===== config.mk =====
export PLATFORM = sky130hd
export DESIGN_NAME = rd_seq_arbiter
export DESIGN_NICKNAME = d
export VERILOG_FILES = /design/src/rtl/rd_seq_pkg.sv /design/src/rtl/rd_seq_arbiter_rr_pick.sv /design/src/rtl/rd_seq_arbiter.sv
export SDC_FILE = /design/constraint.sdc
export NUM_CORES = 1
export LEC_CHECK = 0
export ABC_AREA = 1
export ABC_CLOCK_PERIOD_IN_PS = 2950
export CAP_MARGIN = 30
export CELL_PAD_IN_SITES_DETAIL_PLACEMENT = 1
export CELL_PAD_IN_SITES_GLOBAL_PLACEMENT = 2
export CORE_ASPECT_RATIO = 0.6
export CORE_MARGIN = 2
export CORE_UTILIZATION = 24
export CTS_CLUSTER_DIAMETER = 50
export DETAILED_ROUTE_END_ITERATION = 16
export GPL_TIMING_DRIVEN = 0
export MAX_ROUTING_LAYER = met4
export PLACE_DENSITY = 0.95
export SLEW_MARGIN = 20
export SYNTH_ARGS = -nofsm -noshare
export SYNTH_HDL_FRONTEND = slang
export SYNTH_HIERARCHICAL = 1
export SYNTH_SLANG_ARGS = --single-unit

===== constraint.sdc =====
create_clock -name i_clk -period 2.95 [get_ports i_clk]
set_input_delay 0.295 -clock i_clk [delete_from_list [all_inputs] [get_ports i_clk]]
set_output_delay 0.295 -clock i_clk [all_outputs]
set_load 0.02 [all_outputs]

===== src/rtl/rd_seq_pkg.sv =====
// Shared types and helpers for the read-sequencing arbiter.
//   rd_state_t : arbiter FSM encoding
//   id_w(n)    : index width for n items, never less than one bit
package rd_seq_pkg;

  typedef enum logic [1:0] {
    IDLE,
    READ,
    GAP
  } rd_state_t;

  function automatic int unsigned id_w(input int unsigned n);
    return ($clog2(n) > 1) ? $clog2(n) : 1;
  endfunction

endpackage


===== src/rtl/rd_seq_arbiter_rr_pick.sv =====
// Combinational round-robin picker.
//   i_req : request vector
//   i_ptr : index with the highest priority this round
//   o_any : at least one request is set
//   o_win : first set request scanning upward from i_ptr, with wrap
module rr_pick #(
  parameter int unsigned N  = 4,
  parameter int unsigned IW = 2
) (
  input  logic [N-1:0]  i_req,
  input  logic [IW-1:0] i_ptr,
  output logic          o_any,
  output logic [IW-1:0] o_win
);

  logic [IW:0] w_sum;
  logic [IW:0] w_pos;

  // Scan from the farthest offset down to offset 0 so the nearest request
  // to the pointer is the last one written and therefore wins.
  always_comb begin
    o_any = 1'b0;
    o_win = '0;
    w_sum = '0;
    w_pos = '0;
    for (int k = int'(N) - 1; k >= 0; k--) begin
      w_sum = {1'b0, i_ptr} + (IW+1)'(k);
      w_pos = (w_sum >= (IW+1)'(N)) ? w_sum - (IW+1)'(N) : w_sum;
      if (i_req[w_pos[IW-1:0]]) begin
        o_any = 1'b1;
        o_win = w_pos[IW-1:0];
      end
    end
  end

endmodule


===== src/rtl/rd_seq_arbiter.sv =====
// Round-robin arbiter sharing one synchronous memory read port.
//   i_clk, i_rst   : clock (posedge), asynchronous active-high reset
//   i_req          : per-requester level request
//   i_req_addr     : requester i address in [i*ADDR_W +: ADDR_W]
//   o_gnt          : one-hot single-cycle accept pulse
//   o_rd, o_addr   : memory read strobe (HOLD cycles) and stable address
//   i_mem_rdata    : memory data, valid in the last rd cycle
//   o_rvalid       : single-cycle pulse, o_rdata/o_rid valid
//   o_rid, o_rdata : owner of the captured data, captured data
module rd_seq_arbiter
  import rd_seq_pkg::*;
#(
  parameter int unsigned NUM_REQ = 4,
  parameter int unsigned ADDR_W  = 8,
  parameter int unsigned DATA_W  = 8,
  parameter int unsigned HOLD    = 2
) (
  input  logic                        i_clk,
  input  logic                        i_rst,
  input  logic [NUM_REQ-1:0]          i_req,
  input  logic [NUM_REQ*ADDR_W-1:0]   i_req_addr,
  output logic [NUM_REQ-1:0]          o_gnt,
  output logic                        o_rd,
  output logic [ADDR_W-1:0]           o_addr,
  input  logic [DATA_W-1:0]           i_mem_rdata,
  output logic                        o_rvalid,
  output logic [id_w(NUM_REQ)-1:0]    o_rid,
  output logic [DATA_W-1:0]           o_rdata
);

  localparam int unsigned ID_W  = id_w(NUM_REQ);
  localparam int unsigned CNT_W = id_w(HOLD);

  rd_state_t          r_state,  w_state_nxt;
  logic [ID_W-1:0]    r_ptr,    w_ptr_nxt;
  logic [CNT_W-1:0]   r_cnt,    w_cnt_nxt;
  logic [ID_W-1:0]    r_cur_id, w_cur_id_nxt;
  logic [NUM_REQ-1:0] r_gnt,    w_gnt_nxt;
  logic               r_rd,     w_rd_nxt;
  logic [ADDR_W-1:0]  r_addr,   w_addr_nxt;
  logic               r_rvalid, w_rvalid_nxt;
  logic [ID_W-1:0]    r_rid,    w_rid_nxt;
  logic [DATA_W-1:0]  r_rdata,  w_rdata_nxt;

  logic               w_any;
  logic [ID_W-1:0]    w_win;

  rr_pick #(
    .N  (NUM_REQ),
    .IW (ID_W)
  ) u_pick (
    .i_req (i_req),
    .i_ptr (r_ptr),
    .o_any (w_any),
    .o_win (w_win)
  );

  always_comb begin
    w_state_nxt  = r_state;
    w_ptr_nxt    = r_ptr;
    w_cnt_nxt    = r_cnt;
    w_cur_id_nxt = r_cur_id;
    w_gnt_nxt    = '0;
    w_rd_nxt     = r_rd;
    w_addr_nxt   = r_addr;
    w_rvalid_nxt = 1'b0;
    w_rid_nxt    = r_rid;
    w_rdata_nxt  = r_rdata;
    unique case (r_state)
      IDLE: begin
        if (w_any) begin
          w_gnt_nxt[w_win] = 1'b1;
          w_rd_nxt         = 1'b1;
          w_addr_nxt       = i_req_addr[w_win*ADDR_W +: ADDR_W];
          w_cur_id_nxt     = w_win;
          w_cnt_nxt        = '0;
          w_ptr_nxt        = (w_win == ID_W'(NUM_REQ - 1)) ? '0 : w_win + ID_W'(1);
          w_state_nxt      = READ;
        end
      end
      READ: begin
        // Requests are not looked at here; addr is frozen until rd drops.
        if (r_cnt == CNT_W'(HOLD - 1)) begin
          w_rd_nxt     = 1'b0;
          w_rvalid_nxt = 1'b1;
          w_rdata_nxt  = i_mem_rdata;
          w_rid_nxt    = r_cur_id;
          w_state_nxt  = GAP;
        end else begin
          w_cnt_nxt = r_cnt + CNT_W'(1);
        end
      end
      GAP: begin
        // Mandatory rd-low cycle; pending requests wait for IDLE.
        w_state_nxt = IDLE;
      end
      default: begin
        w_state_nxt = IDLE;
      end
    endcase
  end

  always_ff @(posedge i_clk or posedge i_rst) begin
    if (i_rst) begin
      r_state  <= IDLE;
      r_ptr    <= '0;
      r_cnt    <= '0;
      r_cur_id <= '0;
      r_gnt    <= '0;
      r_rd     <= 1'b0;
      r_addr   <= '0;
      r_rvalid <= 1'b0;
      r_rid    <= '0;
      r_rdata  <= '0;
    end else begin
      r_state  <= w_state_nxt;
      r_ptr    <= w_ptr_nxt;
      r_cnt    <= w_cnt_nxt;
      r_cur_id <= w_cur_id_nxt;
      r_gnt    <= w_gnt_nxt;
      r_rd     <= w_rd_nxt;
      r_addr   <= w_addr_nxt;
      r_rvalid <= w_rvalid_nxt;
      r_rid    <= w_rid_nxt;
      r_rdata  <= w_rdata_nxt;
    end
  end

  assign o_gnt    = r_gnt;
  assign o_rd     = r_rd;
  assign o_addr   = r_addr;
  assign o_rvalid = r_rvalid;
  assign o_rid    = r_rid;
  assign o_rdata  = r_rdata;

endmodule


==> reports/summary.txt <==
Gate power share - 0.596
Final #Nets - 368
Unrepaired setup endpoints after global routing - false
Relative slew slack - 0.570
Final Cycle Share - 0.725
Critical Path AT - 2.31 ns
Area share of the largest cell type after synthesis - 0.444
Most frequent cells in the layout - nand2_1 (122), clkdlybuf4s50_1 (69), dfrtp_1 (31)
Worst-case clock buffer depth - 2
Post-Route WL - 4.80 mm
Pre-CTS setup slack - 0.509 ns
Most used cell, CP - nand2_1
Max Slew Vio Count - 0
Min-delay worst type - input port to asynchronous set/reset pin
Average wire per standard cell - 11.7 µm
Syn Std Cell Area - 1750 µm²
Via count - 1704
H-Tree Depth - 2
CP Cell Sequence - buf_6 -> o21ai_2 -> nand2_1 -> nand2_1 -> nand3_1 -> a21boi_1 -> buf_2 -> inv_1 -> ha_1 -> nand2_1 -> nand2_1
Fraction of layout cells with a size suffix above 1 - 0.0972
Final Worst Setup Slack - 0.810 ns
Required @ worst endpoint - 3.12 ns
Internal power - 0.00195 W
Area after DPL - 2550 µm²
Dominant cell type by area after synthesis - dfrtp_1
CP max stage delay - 0.40 ns
Cell variety after synth - 22
Floorplan row count - 24
Area contributors post-synth - dfrtp_1 (44%), nand2_1 (26%), nand3_1 (6.3%)
Total GRT Usage - 0.135
Die ar. - 7990 µm²
First-pass DRT Iterations - 4
Antenna viol nets, final - 0
Area grow syn2layout - 56.9%
Non-Filler Instances - 410
Worst path bufs/invs - 3
Switch Pwr - 0.00150 W
Sink count of the clock tree - 31
Sw Share - 0.434
Largest net degree at the start of global routing - 32
Setup CP Type - register to register
Post-detail-place hpwl - 3.83 mm
Final Cell Area - 2740 µm²
Pwr Density - 1260 nW/µm²
Initial DRC count - 64
Clock Pin Slew Worst Setup and Hold Paths - 0.05 ns
CTS Buf Count - 5
Post-cts sizing count - 0
Syn Nets - 292
Core area - 7150 µm²
Setup TNS - 0 ns
Worst path slowest cell - dfrtp_1
Final Critical Period - 2.14 ns
Status - finished, final reports clean
Number of synthesized register bits - 31
Sequential fraction of the synthesis area - 0.444
Commonest non-fill, non-tap cell in the layout - nand2_1
Worst skew pair latency - 0.27 ns
Antenna violations before repair - 0
Ports - 70
Ant. Diodes - 0
Via-to-Cell Ratio - 4.16
Delay-heaviest family, CP - buffers and inverters
First-pass GRT wire length - 8.47 mm
Util after Layout - 0.383
Residual DRC - 0
Port Buffers - 69
Gpl congestion - 0.717
Synth warnings - 6
P_leak - 1.39 nW
Final Hold Fails - 0
CTS tree - yes
Post-Syn Instances - 242
Sequential share of power - 0.213
# setup viols final - 0
Fmax - 467 MHz
Worst IR Drop VDD - 0.000312 V
Grt ovf - 0
Vias in the first global route - 1782
Chip Height - 70.1 µm
CP Launch Type - register
CP Max Fanout - 10
DIE WIDTH - 114 µm
Hold-fix buffers, CTS - 0
Worst-margin pin slew - 0.645 ns
Starting Density - 0.244
Crit path capture type - register
Max-Cap Viols - 0
Clock root buffer - clkbuf_16
Post-CTS Setup Bufs - 0
Clock network power share - 0.191
Layout filler cell count - 877
Clock Skew - 0.00627 ns
Syn_area_per_cell - 7.21 µm²
Dpl cells - 402
==> metrics by stage <==
step / hold WS (ns) / total power [W]
final: 0.453 / 0.00345
after detailed placement: 0.466 / 0.00284
after global routing: 0.506 / 0.00381
after CTS: 0.473 / 0.00352
after global placement: 0.442 / 0.00279
after floorplan: 0.399 / 0.00213
==> power groups by stage <==
stage,combinational (W),sequential (W),clock [W]
2_1_floorplan,0.00122,0.000905,0
3_3_place_gp,0.00206,0.000733,0
3_5_place_dp,0.00210,0.000744,0
4_1_cts,0.00211,0.000740,0.000671
5_1_grt,0.00236,0.000764,0.000692
6_report,0.00206,0.000735,0.000658
==> per-layer routing <==
layer / part of all wire / GRT usage / wire (µm)
met1: 0.49 / 0.183 / 2360
met2: 0.43 / 0.199 / 2080
met3: 0.069 / 0.0425 / 330
met4: 0.0058 / 0.0298 / 28
met5: 0 / - / 0
==> synthesized netlist by cell type <==
master / count
buf_2: 1
buf_4: 2
nor2_4: 1
nand2_2: 5
nand3_1: 22
a21oi_1: 2
clkinv_2: 1
inv_1: 23
dfrtp_1: 31
inv_8: 1
ha_1: 4
o21ai_2: 1
o21ai_1: 3
buf_8: 1
inv_2: 2
nand2_1: 122
nor2_2: 2
a21boi_1: 1
and2_4: 1
nor2_1: 8
o21ai_0: 3
buf_6: 5
==> final cells by class <==
type,instances,area (µm²),area share
clock inverter,2,60.1,0.0219
sequential,31,776,0.283
multi-input combinational,175,768,0.280
timing repair buffer,69,691,0.252
buffer,9,91.3,0.0333
tap,91,114,0.0416
inverter,27,110,0.0402
clock buffer,6,129,0.0471
==> kinds of logic after synthesis <==
logic type	after synthesis	synth area share
and+or+nand+nor	161	0.379
buffers and inverters	36	0.115
adders and majority gates	4	0.0287
DFF	31	0.444
AOI/OAI and AO/OA	10	0.0323
==> flip-flops by register name, indices dropped and copies added, names as in the netlist <==
register / cells
o_gnt: 4
o_rvalid: 1
o_addr: 8
o_rd: 1
o_rid: 2
r_ptr: 2
r_cnt: 1
r_state: 2
o_rdata: 8
r_cur_id: 2
==> final timing paths <==
kind / cells after the start / start / to / slack (ns)
max: 11 / r_ptr[0] / r_ptr[1] / 0.81
min: 2 / i_rst / o_gnt[2] / 0.45
max reg2reg: 11 / r_ptr[0] / r_ptr[1] / 0.81
min reg2reg: 2 / o_rdata[3] / o_rdata[3] / 0.47
max in group asynchronous: 2 / i_rst / r_ptr[0] / 2.07
min in group i_clk: 2 / o_rdata[3] / o_rdata[3] / 0.47
Power figures use the tool's default switching activity.
